==> src/rtl/rx_prbs_ber_checker.sv <==
// rx_prbs_ber_checker: PRBS9 bit/error counter with per-channel lock on 4x oversampled I/Q
module rx_prbs_ber_chan #(
   parameter int NB_COUNT   = 32,
   parameter int ERR_THRESH = 64
) (
   input  logic                clock,
   input  logic                i_reset,
   input  logic                i_clear,
   input  logic                i_dec,
   input  logic                i_bit,
   output logic                o_lock,
   output logic [NB_COUNT-1:0] o_bit_count,
   output logic [NB_COUNT-1:0] o_err_count
);
   typedef enum logic {SEED, CHECK} state_t;
   localparam logic [9:0] THR = 10'(ERR_THRESH);
   state_t state, state_n;
   logic [8:0] lfsr, lfsr_n, win, win_n;
   logic [9:0] werr, werr_n, tot;
   logic [NB_COUNT-1:0] bc_n, ec_n;
   logic lock_n, pred, err, wend, fail;
   assign pred = lfsr[8] ^ lfsr[4];
   assign err  = pred ^ i_bit;
   assign wend = win == 9'd510;
   assign tot  = werr + {9'd0, err};
   assign fail = tot > THR;
   // win doubles as the seed-bit counter while in SEED
   always_comb begin
      state_n = state;
      lfsr_n  = lfsr;
      win_n   = win;
      werr_n  = werr;
      lock_n  = o_lock;
      bc_n    = o_bit_count;
      ec_n    = o_err_count;
      if (i_dec && state == SEED) begin
         lfsr_n  = {lfsr[7:0], i_bit};
         win_n   = win == 9'd8 ? '0 : win + 9'd1;
         state_n = win == 9'd8 ? CHECK : SEED;
      end else if (i_dec) begin
         lfsr_n  = {lfsr[7:0], pred};
         bc_n    = o_bit_count + NB_COUNT'(~&o_bit_count);
         ec_n    = o_err_count + NB_COUNT'(err & ~&o_err_count);
         win_n   = wend ? '0 : win + 9'd1;
         werr_n  = wend ? '0 : tot;
         lock_n  = wend ? ~fail : o_lock;
         state_n = wend && fail ? SEED : CHECK;
      end
      if (i_clear) begin
         bc_n = '0;
         ec_n = '0;
      end
   end
   always_ff @(posedge clock or posedge i_reset) begin
      if (i_reset) begin
         state       <= SEED;
         lfsr        <= '0;
         win         <= '0;
         werr        <= '0;
         o_lock      <= 1'b0;
         o_bit_count <= '0;
         o_err_count <= '0;
      end else begin
         state       <= state_n;
         lfsr        <= lfsr_n;
         win         <= win_n;
         werr        <= werr_n;
         o_lock      <= lock_n;
         o_bit_count <= bc_n;
         o_err_count <= ec_n;
      end
   end
endmodule


==> config.mk <==
export PLATFORM = sky130hd
export DESIGN_NAME = rx_prbs_ber_chan
export DESIGN_NICKNAME = d
export VERILOG_FILES = /design/src/rtl/rx_prbs_ber_checker.sv
export SDC_FILE = /design/constraint.sdc
export NUM_CORES = 1
export LEC_CHECK = 0
export ABC_AREA = 1
export CORE_MARGIN = 2
export CORE_UTILIZATION = 55
export DETAILED_ROUTE_END_ITERATION = 10
export DONT_BUFFER_PORTS = 1
export PLACE_DENSITY = 0.7
export SKIP_CTS_REPAIR_TIMING = 1
export SLEW_MARGIN = 20
export SYNTH_ARGS = -nofsm -noshare
export SYNTH_HDL_FRONTEND = slang
export SYNTH_SLANG_ARGS = --single-unit
==> constraint.sdc <==
create_clock -name clock -period 4.9 [get_ports clock]
set_input_delay 0.735 -clock clock [delete_from_list [all_inputs] [get_ports clock]]
set_output_delay 0.735 -clock clock [all_outputs]
set_load 0.02 [all_outputs]
# After elaboration in Yosys (flattened, before gate mapping)
# Index checks and enable logic that the tools add are counted.
dict set report totals {
  regBits 94
  in_bits 5
  word_cells 49
}
dict set report classes {
  add_sub_neg 4
  magnitude_cmp 1
  n_eq_ne 3
  muxes 17
  bitwise 6
  n_reduce_logical 11
}
# cell count
set ops {}
lappend ops {{$mux 32} 6}
lappend ops {{$add 32x1->32} 2}
lappend ops {{$reduce_and 32->1} 2}
lappend ops {{$mux 9} 6}
lappend ops {{$add 10x1->10} 1}
lappend ops {{$gt 10x7->1 const B} 1}
lappend ops {{$mux 10} 1}
lappend ops {{$add 9x1->9 const B} 1}
lappend ops {{$eq 9x4->1 const B} 1}
lappend ops {{$eq 9x9->1 const B} 1}
lappend ops {{$mux 1} 4}
lappend ops {{$reduce_and 2->1} 2}
lappend ops {{$reduce_bool 2->1} 2}
lappend ops {{$not 1->1} 3}
lappend ops {{$reduce_and 3->1} 1}
lappend ops {{$logic_and 1x1->1} 2}
lappend ops {{$logic_not 1->1} 2}
lappend ops {{$ne 2x2->1 const B} 1}
lappend ops {{$xor 1x1->1} 2}
lappend ops {{$and 1x1->1} 1}

# Depth between registers and ports, before layout
dict set report logic_depth {
  ltp_word 8
  ltp_mapped 19
}

# Worst setup path after synthesis
# Ideal clock, no wire load.
dict set report synth_timing {
  path_type {reg2reg}
  startpoint {reg o_bit_count[17]}
  endpoint {reg o_bit_count[26]}
  setup_ps 117
  t_arrival_ps 2258
  slack_ps 2525
  path_stages_with_launch 18
  path_buffers 0
  cell_sequence {dfrtp_1 -> nand2_2 -> inv_1 -> nand3_2 -> or2_1 -> nor2_4 -> nand4_1 -> ha_1 -> ha_1 -> inv_1 -> nor2_2 -> nand2_2 -> nor2_4 -> inv_2 -> nor2_2 -> and2_1 -> nor2_1 -> nor2_1}
}
dict set report synth_via {
  elab_chain_cells 6
}
# element line
set synth_lines {}
lappend synth_lines {{start, declared} 12} ;# output logic [NB_COUNT-1:0] o_bit_count,
lappend synth_lines {{start signal, assigned} 69} ;# o_bit_count <= bc_n;
lappend synth_lines {{$reduce_and 32->1} 42} ;# bc_n = o_bit_count + NB_COUNT'(~&o_bit_count);
lappend synth_lines {{$logic_not 1->1} 42}
lappend synth_lines {{$add 32x1->32 (*)} 42}
lappend synth_lines {{$mux 32 (*)} 40} ;# end else if (i_dec) begin
lappend synth_lines {{$mux 32 (*)} 36} ;# if (i_dec && state == SEED) begin
lappend synth_lines {{$mux 32 (*)} 49} ;# if (i_clear) begin
# Every way passes the cells marked *; elsewhere a longest branch is shown, timed or not. The select of a mux whose other input is x is not followed.
# A chain may end at the register's enable or synchronous reset.

# Final worst setup path
# Same ends and word-level chain as after synthesis.

==> impl_metrics.tcl <==
set metrics [dict create \
    syn_to_final_growth_pct 5.90 \
    cts_root_buf "clkbuf_8" \
    grt_pass1_wl_um 23500 \
    required_ns 5.20 \
    drt_iter0_markers 387 \
    cts_tree "done" \
    multi_input_area_mm2 0.00275 \
    routedWlPerCell_um 15.4 \
    hold_path_class "in2async" \
    syn_avg_cell_area_um2 7.18 \
    run_status "completed" \
    regArea_mm2 0.00235 \
    grt_overflow 0 \
    clk_pin_slew_ns 0.10 \
    ys_async_sr_fraction 1.00 \
    initial_core_util 0.564 \
    ys_top_cells_by_area "dfrtp_1 43%, nand2_1 15%, nor2_1 7.2%" \
    gp_congestion 0.891 \
    synth_seq_cells 94 \
    cp-end-kind "register" \
    syn_area_mm2 0.00551 \
    critPathArrivalTime_ns 3.12 \
    fin_util 0.597 \
    vias 5118 \
    htreeDepth 3 \
    antenna_found_initial 0 \
    grt.total_usage 0.264 \
    mostFrequentLayoutCell "nand2_1" \
    fmax_mhz 355 \
    crit_slowest_cell "dfrtp_1" \
    antennaDiodeCount 0 \
    numCtsBuffers 9 \
    ant_nets 0 \
    ir_worst_vdd_mv 0.137 \
    cts.path.max_buffers 2 \
    dieWidth_um 104 \
    yosysTopAreaCellShare 0.427 \
    fp.dieH_um 104 \
    fin_skew_ns 0.0104 \
    dpl.hpwl_um 10100 \
    synth_edf_count 0 \
    critical_path.cell_chain "nand2_2 -> inv_1 -> nand3_2 -> or2_1 -> nor2_4 -> nand4_1 -> ha_1 -> ha_1 -> inv_1 -> nor2_2 -> nand2_2 -> nor2_4 -> inv_2 -> nor2_2 -> and2_1 -> nand2_1 -> nand2_1 -> nor2_1" \
    final.min_clock_period_ns 2.82 \
    dieArea_mm2 0.0108 \
    clk_latency_ns 0.37 \
    synth-warning-count 0 \
    port-buffer-count 0 \
    grt_max_degree 57 \
    drive_gt1_frac 0.0726 \
    synth.distinct_cells 39 \
    tns_ns 0 \
    syn_nets 782 \
    setup_violations 0 \
    layout.nets 780 \
    critPathKind "reg2reg" \
    synth.largest_area_cell "dfrtp_1" \
    slew_headroom 0.541 \
    cp_slowest_stage_delay_ns 0.59 \
    synthCells 768 \
    pwr_density_cell_mw_per_mm2 318 \
    io_pins 70 \
    tightestPinTransition_ns 0.689 \
    firstDrtPassIters 5 \
    p_leak_nw 2.54 \
    cts_sinks 94 \
    layout_common_cells "224 x nand2_1, 106 x nor2_1, 94 x dfrtp_1" \
    drt-total-wl_um 14000 \
    finalMaxSlewViolations 0 \
    viasPerCell 5.66 \
    hold_viol 0 \
    post-route-period-util 0.575 \
    ys_seq_area_frac 0.427 \
    rows 36 \
    crit_fanout 6 \
    n_fill_cell 924 \
    start_kind "register" \
    grt_pass1_vias 4938 \
    drc 0 \
    max-cap-violations 0 \
    core_mm2 0.00977 \
    rsz0062_at_grt "no" \
    synth-main-ff-cell "dfrtp_1" \
]
## final cells by class
type	count	share of cell area
Sequential cell	94	0.403
Tap cell	133	0.0285
Timing Repair Buffer	2	0.00257
Inverter	87	0.0564
Multi-Input combinational cell	572	0.472
Clock inverter	6	0.0146
Clock buffer	10	0.0236
## layer usage
| metal | routed length, µm | share of wire | GRT usage |
|---|---|---|---|
| met5 | 0 | 0 | 0 |
| met3 | 819 | 0.059 | 0.0457 |
| met2 | 6600 | 0.47 | 0.434 |
| met1 | 6330 | 0.45 | 0.358 |
| met4 | 203 | 0.015 | 0.0840 |
## per-stage QoR
stage          std cells  total power [mW]  hold WS [ns]  worst slack, ns  cell area, µm²
6_report             904              1.86         0.268             2.08            5840
5_1_grt              904              1.96         0.319             1.85            5840
4_1_cts              904              1.87         0.284             2.10            5840
3_5_place_dp         888              1.29         0.467             2.12            5620
3_3_place_gp         888              1.27         0.456             2.19            5620
2_1_floorplan        768              1.21         0.442             1.72            5510
## sequential cells by signal, summed over array words and instances (netlist names)
register / cells
win: 9
o_err_count: 32
o_bit_count: 32
o_lock: 1
state: 1
werr: 10
lfsr: 9
## worst paths after layout
check / from / to / slack (ns) / depth (start not counted)
min in group clock: i_clear / o_err_count[2]$_DFFE_PP0P_ / 0.43 / 1
max in group asynchronous: i_reset / o_bit_count[21]$_DFFE_PP0P_ / 3.54 / 2
max reg2reg: o_bit_count[17]$_DFFE_PP0P_ / o_bit_count[26]$_DFFE_PP0P_ / 2.08 / 18
max: o_bit_count[17]$_DFFE_PP0P_ / o_bit_count[26]$_DFFE_PP0P_ / 2.08 / 18
min: i_reset / lfsr[1]$_DFFE_PP0P_ / 0.27 / 1
min reg2reg: lfsr[6]$_DFFE_PP0P_ / lfsr[6]$_DFFE_PP0P_ / 0.49 / 2
## kinds of logic after synthesis
logic type               count (synthesis)  synth area share
AND/OR/NAND/NOR                        475             0.389
adder cells (fa/ha/maj)                  9            0.0204
XOR/XNOR                                 6           0.00953
flip-flops                              94             0.427
AO/OA/AOI/OAI                           82            0.0808
buffers and inverters                  102            0.0740
## worst max-delay path: cells and delay by family (launching register included)
family / cells / cell delay [ns]
fa+ha+maj: 2 / 0.49
buf+inv: 3 / 0.30
flops: 1 / 0.59
simple gates: 13 / 1.37
## synthesized netlist by cell type (2+ instances only)
library cell / instances
nand2_1: 224
nor2_1: 106
dfrtp_1: 94
inv_1: 80
nand3_1: 46
o21ai_0: 35
nor3_1: 32
a21oi_1: 30
nand4_1: 29
ha_1: 9
nor2_2: 8
inv_2: 6
a31oi_1: 5
buf_2: 5
clkbuf_1: 5
nand2_2: 5
nand3_2: 5
nor2_4: 5
nor3_2: 5
xor2_1: 5
o22ai_1: 4
buf_4: 3
nor4_1: 3
a22o_1: 2
o211ai_1: 2
o21bai_1: 2
## where the power goes
group | switching [mW] | leakage [nW] | internal, mW | total, mW
clock | 0.277 | 0.108 | 0.300 | 0.576
sequential | 0.0869 | 1.28 | 0.856 | 0.943
combinational | 0.228 | 1.15 | 0.112 | 0.340
total | 0.592 | 2.54 | 1.27 | 1.86
No activity file was read; power rests on OpenSTA's default activity.
